**config.mk**
```make
export PLATFORM = sky130hd
export DESIGN_NAME = sig_period_meter
export DESIGN_NICKNAME = d
export VERILOG_FILES = /design/src/rtl/sig_period_meter_pkg.sv /design/src/rtl/sig_period_meter_sync_edge_det.sv /design/src/rtl/sig_period_meter.sv
export SDC_FILE = /design/constraint.sdc
export NUM_CORES = 1
export LEC_CHECK = 0
export BUFFER_PORTS_ARGS = -buffer_cell sky130_fd_sc_hd__buf_2
export CAP_MARGIN = 0
export CELL_PAD_IN_SITES_DETAIL_PLACEMENT = 2
export CELL_PAD_IN_SITES_GLOBAL_PLACEMENT = 2
export CORE_MARGIN = 4
export CORE_UTILIZATION = 33
export DETAILED_ROUTE_END_ITERATION = 12
export PLACE_DENSITY_LB_ADDON = 0.1
export REMOVE_ABC_BUFFERS = 1
export SYNTH_ARGS = -nofsm -noshare
export SYNTH_HDL_FRONTEND = slang
export SYNTH_SLANG_ARGS = --single-unit
export TNS_END_PERCENT = 20
```
**constraint.sdc**
```tcl
create_clock -name clk_in -period 2.1 [get_ports clk_in]
set_clock_uncertainty 0.15 [all_clocks]
set_input_delay 0.525 -clock clk_in [delete_from_list [all_inputs] [get_ports clk_in]]
set_output_delay 0.525 -clock clk_in [all_outputs]
set_load 0.02 [all_outputs]
```
**src/rtl/sig_period_meter_pkg.sv**
```systemverilog
// Shared definitions for sig_period_meter: FSM encoding, synchronizer depth
// and averaging geometry.
package sig_period_meter_pkg;

    typedef logic [1:0] state_t;

    localparam state_t ST_IDLE    = 2'd0;
    localparam state_t ST_MEASURE = 2'd1;
    localparam state_t ST_STALLED = 2'd2;

    localparam int SYNC_STAGES = 2;
    localparam int AVG_DEPTH   = 4;
    localparam int AVG_SHIFT   = 2;

endpackage

```
**src/rtl/sig_period_meter_sync_edge_det.sv**
```systemverilog
// Two-flop synchronizer followed by a registered rising-edge detector;
// rise_pulse is a one-cycle pulse three cycles after the async input rises.
module sync_edge_det
    import sig_period_meter_pkg::*;
(
    input  logic clk_in,
    input  logic reset,
    input  logic async_in,
    output logic rise_pulse
);

    logic [SYNC_STAGES-1:0] sync_d, sync_q;
    logic                   prev_d, prev_q;
    logic                   rise_d, rise_q;

    // next-state for synchronizer chain and edge register
    always_comb begin
        sync_d = {sync_q[SYNC_STAGES-2:0], async_in};
        prev_d = sync_q[SYNC_STAGES-1];
        rise_d = sync_q[SYNC_STAGES-1] & ~prev_q;
    end

    // state registers
    always_ff @(posedge clk_in or negedge reset) begin
        if (!reset) begin
            sync_q <= '0;
            prev_q <= 1'b0;
            rise_q <= 1'b0;
        end else begin
            sync_q <= sync_d;
            prev_q <= prev_d;
            rise_q <= rise_d;
        end
    end

    assign rise_pulse = rise_q;

endmodule

```
**src/rtl/sig_period_meter.sv**
```systemverilog
// Period meter for a slow asynchronous square wave, with stall detection.
// Define SIG_PERIOD_METER_AVG_EN to report the mean of the last four periods.
module sig_period_meter
    import sig_period_meter_pkg::*;
#(
    parameter int CNT_W     = 16,
    parameter int MAX_COUNT = 65534
) (
    input  logic             clk_in,
    input  logic             reset,
    input  logic             sig_in,
    output logic [CNT_W-1:0] period_out,
    output logic             period_valid,
    output logic             stalled
);

    localparam logic [CNT_W-1:0] MAX_CNT = CNT_W'(MAX_COUNT);

    logic             rise_s;
    logic             sample_s;
    logic             enter_s;
    logic [CNT_W-1:0] raw_inc_s;
    logic [CNT_W-1:0] report_period_s;
    logic             report_valid_s;

    state_t           state_d, state_q;
    logic [CNT_W-1:0] cnt_d, cnt_q;
    logic [CNT_W-1:0] period_d, period_q;
    logic             valid_d, valid_q;
    logic             stalled_d, stalled_q;

    sync_edge_det u_sync_edge_det (
        .clk_in     (clk_in),
        .reset      (reset),
        .async_in   (sig_in),
        .rise_pulse (rise_s)
    );

    assign raw_inc_s = cnt_q + {{(CNT_W-1){1'b0}}, 1'b1};
    assign sample_s  = rise_s & (state_q == ST_MEASURE);
    assign enter_s   = rise_s & (state_q != ST_MEASURE);

`ifdef SIG_PERIOD_METER_AVG_EN
    logic [CNT_W-1:0] hist_d [AVG_DEPTH];
    logic [CNT_W-1:0] hist_q [AVG_DEPTH];
    logic [CNT_W+1:0] sum_d, sum_q;
    logic [2:0]       fill_d, fill_q;

    // running sum over the history window; oldest entry drops out as the new one enters
    always_comb begin
        hist_d          = hist_q;
        sum_d           = sum_q;
        fill_d          = fill_q;
        report_valid_s  = 1'b0;
        report_period_s = '0;
        if (enter_s) begin
            for (int i = 0; i < AVG_DEPTH; i++) begin
                hist_d[i] = '0;
            end
            sum_d  = '0;
            fill_d = 3'd0;
        end else if (sample_s) begin
            sum_d = sum_q - {2'b00, hist_q[AVG_DEPTH-1]} + {2'b00, raw_inc_s};
            for (int i = AVG_DEPTH-1; i > 0; i--) begin
                hist_d[i] = hist_q[i-1];
            end
            hist_d[0] = raw_inc_s;
            if (fill_q == 3'(AVG_DEPTH)) begin
                fill_d = fill_q;
            end else begin
                fill_d = fill_q + 3'd1;
            end
            report_valid_s  = (fill_q >= 3'(AVG_DEPTH-1));
            report_period_s = CNT_W'(sum_d >> AVG_SHIFT);
        end else begin
            fill_d = fill_q;
        end
    end

    // averaging history registers
    always_ff @(posedge clk_in or negedge reset) begin
        if (!reset) begin
            for (int i = 0; i < AVG_DEPTH; i++) begin
                hist_q[i] <= '0;
            end
            sum_q  <= '0;
            fill_q <= 3'd0;
        end else begin
            hist_q <= hist_d;
            sum_q  <= sum_d;
            fill_q <= fill_d;
        end
    end
`else
    assign report_valid_s  = 1'b1;
    assign report_period_s = raw_inc_s;
`endif

    // FSM, cycle counter and output register next-state
    always_comb begin
        state_d   = state_q;
        cnt_d     = cnt_q;
        period_d  = period_q;
        valid_d   = 1'b0;
        stalled_d = stalled_q;
        case (state_q)
            ST_IDLE: begin
                cnt_d = '0;
                if (rise_s) begin
                    state_d = ST_MEASURE;
                end else begin
                    state_d = ST_IDLE;
                end
            end
            ST_MEASURE: begin
                // an edge coinciding with the timeout is a valid period, not a stall
                if (rise_s) begin
                    cnt_d = '0;
                    if (report_valid_s) begin
                        period_d = report_period_s;
                        valid_d  = 1'b1;
                    end else begin
                        period_d = period_q;
                        valid_d  = 1'b0;
                    end
                end else if (cnt_q == MAX_CNT) begin
                    state_d   = ST_STALLED;
                    stalled_d = 1'b1;
                end else begin
                    cnt_d = raw_inc_s;
                end
            end
            ST_STALLED: begin
                if (rise_s) begin
                    state_d   = ST_MEASURE;
                    stalled_d = 1'b0;
                    cnt_d     = '0;
                end else begin
                    state_d = ST_STALLED;
                end
            end
            default: begin
                state_d   = ST_IDLE;
                cnt_d     = '0;
                stalled_d = 1'b0;
            end
        endcase
    end

    // FSM, counter and output registers
    always_ff @(posedge clk_in or negedge reset) begin
        if (!reset) begin
            state_q   <= ST_IDLE;
            cnt_q     <= '0;
            period_q  <= '0;
            valid_q   <= 1'b0;
            stalled_q <= 1'b0;
        end else begin
            state_q   <= state_d;
            cnt_q     <= cnt_d;
            period_q  <= period_d;
            valid_q   <= valid_d;
            stalled_q <= stalled_d;
        end
    end

    assign period_out   = period_q;
    assign period_valid = valid_q;
    assign stalled      = stalled_q;

endmodule

```
==> impl_metrics.yaml, run 1 <==
run_status:
  outcome: "finished, final reports clean"
timing:
  period_share: 0.9646
  finalSetupViolations: 0
  max_freq_mhz: 493.7
  setup_ws_ps: 74.32
  hold_viol: 0
  drv_slew: 0
  slew_headroom: 0.7042
  tightest_slew_ps: 432.6
  fin_crit_ps: 2026
global_routing:
  antenna_found_initial: 0
  grt_pass1_vias: 2071
  grt_start_max_net_pins: 24
  grt_pass1_wl_um: 10980
  grt-ovfl-total: 0
  grt.total_usage: 0.1925
run:
  cap_violations: 0
synthesis:
  synthTopCellsByCount: "dfrtp_1, nand2_1, o21ai_0"
  ys_async_sr_fraction: 1.000
  netlist_top_cells_area: "dfrtp_1, o21ai_0, nand2_1"
  synth_flop_cell: "dfrtp_1"
  yosysTopAreaCell: "dfrtp_1"
  synth_top_area_frac: 0.5035
  yosysWarnings: 0
  syn_area_mm2: 0.001988
  synth_edf_count: 0
  synth-seq-cells: 40
  synth.distinct_cells: 42
  syn_avg_cell_area_um2: 9.513
  syn_inst: 209
  ys_seq_area_frac: 0.5035
  yosysMostFrequentCell: "dfrtp_1"
clock_tree:
  root_buffer: "clkbuf_8"
  ctsResizeCount: 0
  clock_latency_ps: 290
  clkTransAtPathRegs_ps: 80
  htreeDepth: 2
  tritoncts: "built"
  cts_max_path_buffers: 2
  clock-sinks: 40
  post-cts-setup-buffers: 0
  cts_made_buffers: 5
  cts.hold.buffers_added: 0
power_and_ir_drop:
  p_leak_nw: 1.097
  p_int_w: 0.001229
  swShare: 0.3041
  vdd_drop_max_mv: 0.3254
  p_switching_w: 0.0005370
  powerDensity_mw_per_mm2: 708.2
  p_comb_frac: 0.181
  seqPwrFrac: 0.511
  p_clk_frac: 0.308
setup_path:
  path_buf_inv: 0
  worstSetupPathType: "reg -> reg"
  critical_path.max_stage_delay_ps: 660
  worstReg2RegStart: "state_q[0]$_DFFE_PN0P_"
  critPathTopFamily: "simple AND/OR/NAND/NOR gates"
  cp.arrival_ps: 2050
  crit_end: "cnt_q[5]$_DFFE_PN0P_"
  r2r_setup_slack_ps: 70
  path_depth: 4
  end_kind: "flip-flop"
  path_cells: "or3b_2 > nand2b_1 > nand2_1 > o32ai_1"
  crit_slowest_cell: "or3b_2"
  timing.rr.end: "cnt_q[5]$_DFFE_PN0P_"
  start_kind: "flip-flop"
  crit_path_max_fanout: 9
  rr_worst_depth: 4
  worstSetupStartpoint: "state_q[0]$_DFFE_PN0P_"
  worstPathRequired_ps: 2130
floorplan:
  io_pins: 21
  initial_core_util: 0.3378
  core_mm2: 0.005886
  rows: 28
  die_y_um: 85.62
  dieArea_mm2: 0.007331
  die_x_um: 85.62
placed_design:
  place_area_mm2: 0.002386
  dp_hpwl_um: 4791
  portBuffers: 20
  gp_congestion: 0.8650
  dp_slack_ps: 54.07
finish:
  final_util: 0.4237
  n_antenna_cell: 0
  drive_above_1_share: 0.2607
  finalNetCount: 261
  area_delta_synth_final_pct: 25.42
  final_area_mm2: 0.002494
  num-fill-cells: 649
drt:
  highest_layer: "met4"
  wl_met2_um: 3397
  first_pass_iters: 4
  wl_per_cell_um: 19.80
  drtAntennaViolNets: 0
  vias: 1843
  drtIter0Drc: 63
  route.detailed.drc: 0
  dr_wl_met3_um: 172
  totalWireLength_um: 6574
  avgViaCountPerCell: 5.551
  wl_met1_um: 2896
hold_path:
  min_path_type: "in -> async"
-- flip-flops by register name (all words and copies together) (netlist names) --
name	cells
period_out	16
state_q	2
u_sync_edge_det.sync_q	2
u_sync_edge_det.prev_q	1
stalled	1
cnt_q	16
period_valid	1
u_sync_edge_det.rise_pulse	1
-- routing by layer --
layer | vias up | global-route usage
met3 | 8 | 0.03746
met2 | 29 | 0.3347
li1 | 852 | -
met5 | - | 0
met1 | 954 | 0.2402
met4 | 0 | 0.06043
-- power by group through the flow --
stage / registers (W) / logic [W] / clock network, W
global route: 0.000914 / 0.000355 / 0.000607
detailed placement: 0.000919 / 0.000324 / 0
global placement: 0.000913 / 0.000306 / 0
CTS: 0.000904 / 0.000326 / 0.000558
finish: 0.000902 / 0.000319 / 0.000544
floorplan: 0.000960 / 0.000123 / 0
-- cells by family after synthesis --
family                     count (synthesis)  share of synthesized area
AOI/OAI and AO/OA                         55                     0.1850
and+or+nand+nor                           79                     0.2039
muxes                                      1                   0.005035
buffers and inverters                     21                    0.04154
adders and majority gates                  2                    0.01258
DFF                                       40                     0.5035
xor gates and xnor gates                  11                    0.04846
-- layout by cell type (no fill, tap or decap), types with 2 or more instances in the layout --
| cell | count |
|---|---|
| a21oi_1 | 3 |
| xnor2_1 | 8 |
| or4_1 | 4 |
| nor2_1 | 12 |
| inv_1 | 9 |
| buf_2 | 20 |
| o21ai_0 | 20 |
| a31oi_1 | 7 |
| dfrtp_1 | 39 |
| nand4_1 | 3 |
| a32o_1 | 7 |
| xor2_1 | 3 |
| nor2b_1 | 2 |
| ha_1 | 2 |
| a211oi_1 | 3 |
| o211ai_1 | 4 |
| buf_4 | 31 |
| nand2_1 | 27 |
| nor3b_1 | 2 |
| nand3_1 | 5 |
| nor3_1 | 8 |
| clkinv_2 | 2 |
| clkbuf_8 | 6 |
| nor4_1 | 5 |
-- layout make-up --
type | count | area [um2] | share of cell area
clock buffer | 6 | 82.58 | 0.03312
multi-input combinational | 148 | 918.4 | 0.3683
clock inverter | 2 | 10.01 | 0.004014
timing repair buffer | 52 | 352.8 | 0.1415
tap | 75 | 93.84 | 0.03763
inverter | 9 | 33.78 | 0.01355
sequential | 40 | 1002 | 0.4019
-- per-stage QoR --
step	setup TNS (ps)	cells	power, W	hold slack [ps]
floorplan	0	197	0.001083	79.41
finish	0	332	0.001766	16.80
detailed placement	0	324	0.001243	194.8
global placement	0	324	0.001219	190.9
CTS	0	332	0.001788	27.81
global route	-25.46	332	0.001876	41.88
-- worst min path at each step --
stage | cells past startpoint | slack, ps | to | from
floorplan | 0 | 80 | cnt_q[0]$_DFFE_PN0P_ | reset
global placement | 0 | 190 | u_sync_edge_det.sync_q[1]$_DFF_PN0_ | u_sync_edge_det.sync_q[0]$_DFF_PN0_
detailed placement | 0 | 190 | u_sync_edge_det.sync_q[1]$_DFF_PN0_ | u_sync_edge_det.sync_q[0]$_DFF_PN0_
CTS | 1 | 30 | cnt_q[1]$_DFFE_PN0P_ | reset
global route | 1 | 40 | cnt_q[1]$_DFFE_PN0P_ | reset
finish | 1 | 20 | cnt_q[1]$_DFFE_PN0P_ | reset
Note: power is estimated with default switching activity, not from simulation.
==> inputs of run 2 (changes only) <==
- PLACE_DENSITY: default -> 0.75
- PLACE_DENSITY_LB_ADDON: 0.1 -> default
- SYNTH_HIERARCHICAL: default -> 1
==> run 2 against run 1 <==
Critical path depth grew 2. Clock power shrank 12%. Global-route usage shrank 1.3 points. Wire length shrank 4.7%. Power shrank 1.2%. Die area grew 3.1%. Worst hold slack gained 130 ps. Synthesized area grew 3.4%. Largest cell class unchanged.
==> impl_metrics.yaml, run 2 <==
run_status:
  outcome: "finished, final reports clean"
setup_path:
  critical_path.max_stage_delay_ps: 510
  crit_slowest_cell: "or4_4"
  worstPathRequired_ps: 2130
  crit_path_max_fanout: 6
  end_kind: "flip-flop"
  worstSetupPathType: "reg -> reg"
  cp.arrival_ps: 2070
  start_kind: "flip-flop"
  path_cells: "inv_2 > ha_2 > nand4b_1 > or4_4 > and4_4 > a211o_1"
timing:
  setup_ws_ps: 54.41
  max_freq_mhz: 488.9
  slew_headroom: 0.6460
  hold_viol: 0
  rsz0062_at_grt: "true"
  finalSetupViolations: 0
  drv_slew: 0
  fin_tns_setup_ps: 0
  period_share: 0.9741
  fin_crit_ps: 2046
  tightest_slew_ps: 531.0
synthesis:
  synth_top_area_frac: 0.4869
  syn_area_mm2: 0.002056
  syn_avg_cell_area_um2: 9.561
  synth-seq-cells: 40
  synthTopCellsByCount: "dfrtp_1, nand2_1, o21ai_0"
  yosysTopAreaCell: "dfrtp_1"
  synth_edf_count: 0
  syn_inst: 215
  ys_async_sr_fraction: 1.000
  netlist_top_cells_area: "dfrtp_1, nand2_1, o21ai_0"
  yosysWarnings: 6
  synth_flop_cell: "dfrtp_1"
  synth.distinct_cells: 43
  yosysMostFrequentCell: "dfrtp_1"
  ys_seq_area_frac: 0.4869
placed_design:
  place_area_mm2: 0.002372
  portBuffers: 20
  dp_hpwl_um: 4503
  dp_slack_ps: 42.73
  gp_congestion: 0.8426
floorplan:
  dieArea_mm2: 0.007556
  initial_core_util: 0.3431
  rows: 28
  core_mm2: 0.005991
  die_y_um: 86.93
  io_pins: 21
  die_x_um: 86.93
drt:
  wl_per_cell_um: 18.99
  drtAntennaViolNets: 0
  vias: 1814
  first_pass_iters: 4
  avgViaCountPerCell: 5.497
  route.detailed.drc: 0
  totalWireLength_um: 6266
  drtIter0Drc: 112
finish:
  mostFrequentLayoutCells: "dfrtp_1, nand2_1, buf_4"
  multiInputGateArea_um2: 963.4
  drive_above_1_share: 0.2706
  ff_latch_area_mm2: 0.001002
  area_delta_synth_final_pct: 20.27
  finalNetCount: 262
  n_antenna_cell: 0
  final_util: 0.4127
  final_area_mm2: 0.002472
  num-fill-cells: 674
  layout_commonest_cell: "dfrtp_1"
clock_tree:
  clock_latency_ps: 290
  cts_made_buffers: 5
  root_buffer: "clkbuf_8"
  tritoncts: "built"
  cts_max_path_buffers: 2
  clkTransAtPathRegs_ps: 80
  cts.hold.buffers_added: 0
  htreeDepth: 2
  clock-sinks: 40
global_routing:
  grt-ovfl-total: 0
  grt_pass1_vias: 1940
  grt_start_max_net_pins: 41
  grt.total_usage: 0.1800
  grt_pass1_wl_um: 10470
  antenna_found_initial: 0
hold_path:
  min_path_type: "in -> async"
power_and_ir_drop:
  vdd_drop_max_mv: 0.2841
  powerDensity_mw_per_mm2: 705.4
  fin_total_pwr_w: 0.001744
  p_leak_nw: 1.127
run:
  cap_violations: 0
## run 2: changes by cell type after synthesis, sizes merged, moves of 3 or more
| cell | before | now |
|---|---|---|
| nor3 | 9 | 4 |
| a221o | 0 | 6 |
| nand3 | 5 | 9 |
| a21oi | 3 | 7 |
| a211oi | 3 | 0 |
| a32o | 7 | 0 |
| or4 | 4 | 1 |
| inv | 9 | 6 |
| nand2 | 27 | 34 |
| xnor2 | 8 | 11 |
## run 2: critical path, delay by kind of cell (launching register included)
family	cells	cell delay, ps
and+or+nand+nor	3	810
adders and majority gates	1	180
buffers and inverters	1	80
DFF	1	450
AOI/OAI and AO/OA	1	260
## run 2: final timing paths
kind                                                      from                             endpoint  slack, ps  depth (start not counted)
min reg2reg                u_sync_edge_det/sync_q[0]$_DFF_PN0_  u_sync_edge_det/sync_q[1]$_DFF_PN0_        200                          0
max in group asynchronous                                reset                 cnt_q[0]$_DFFE_PN0P_       1270                          2
min                                                      reset            period_out[5]$_DFFE_PN0P_        140                          2
max                                       cnt_q[0]$_DFFE_PN0P_                cnt_q[10]$_DFFE_PN0P_         50                          6
max reg2reg                               cnt_q[0]$_DFFE_PN0P_                cnt_q[10]$_DFFE_PN0P_         50                          6
min in group clk_in                                     sig_in  u_sync_edge_det/sync_q[0]$_DFF_PN0_        190                          1
## run 2: cell type report
type / instances / share of cell area
multi-input cells: 155 / 0.3897
well taps: 75 / 0.03796
flip-flops and latches: 40 / 0.4054
inverters: 6 / 0.009109
clock buffers: 5 / 0.02783
repair buffers: 49 / 0.1301
## run 2: cell families (layout without fill, tap and decap cells)
family	count (synthesis)	count (layout)	share of synthesized area
compound gates	53	53	0.1680
buf+inv	20	60	0.05356
flops	40	40	0.4869
xor+xnor	13	13	0.05539
simple gates	87	87	0.2240
fa+ha+maj	2	2	0.01217
## run 2: metal layers
layer | vias up | part of all wire | track usage
li1 | 848 | - | -
met1 | 934 | 0.48 | 0.2475
met2 | 25 | 0.48 | 0.2912
met3 | 7 | 0.030 | 0.03122
met4 | 0 | 0.010 | 0.04958
met5 | - | 0 | 0
## run 2: stage by stage
step,hold slack (ps),instances
6_report,143.4,330
5_1_grt,171.6,330
4_1_cts,169.1,329
3_5_place_dp,187.1,324
3_3_place_gp,186.3,324
2_1_floorplan,79.41,201
## run 2: power by group
part,internal [W],switching (W)
logic,0.000125,0.000211
clock network,0.000215,0.000266
registers,0.000841,0.0000861
total,0.00118,0.000564
## run 2: what timing repair did
| item | CTS | global route |
|---|---|---|
| resized for setup | 0 | 7 |
| endpoints found under the setup margin | 0 | 17 |
| buffers inserted | 0 | 1 |
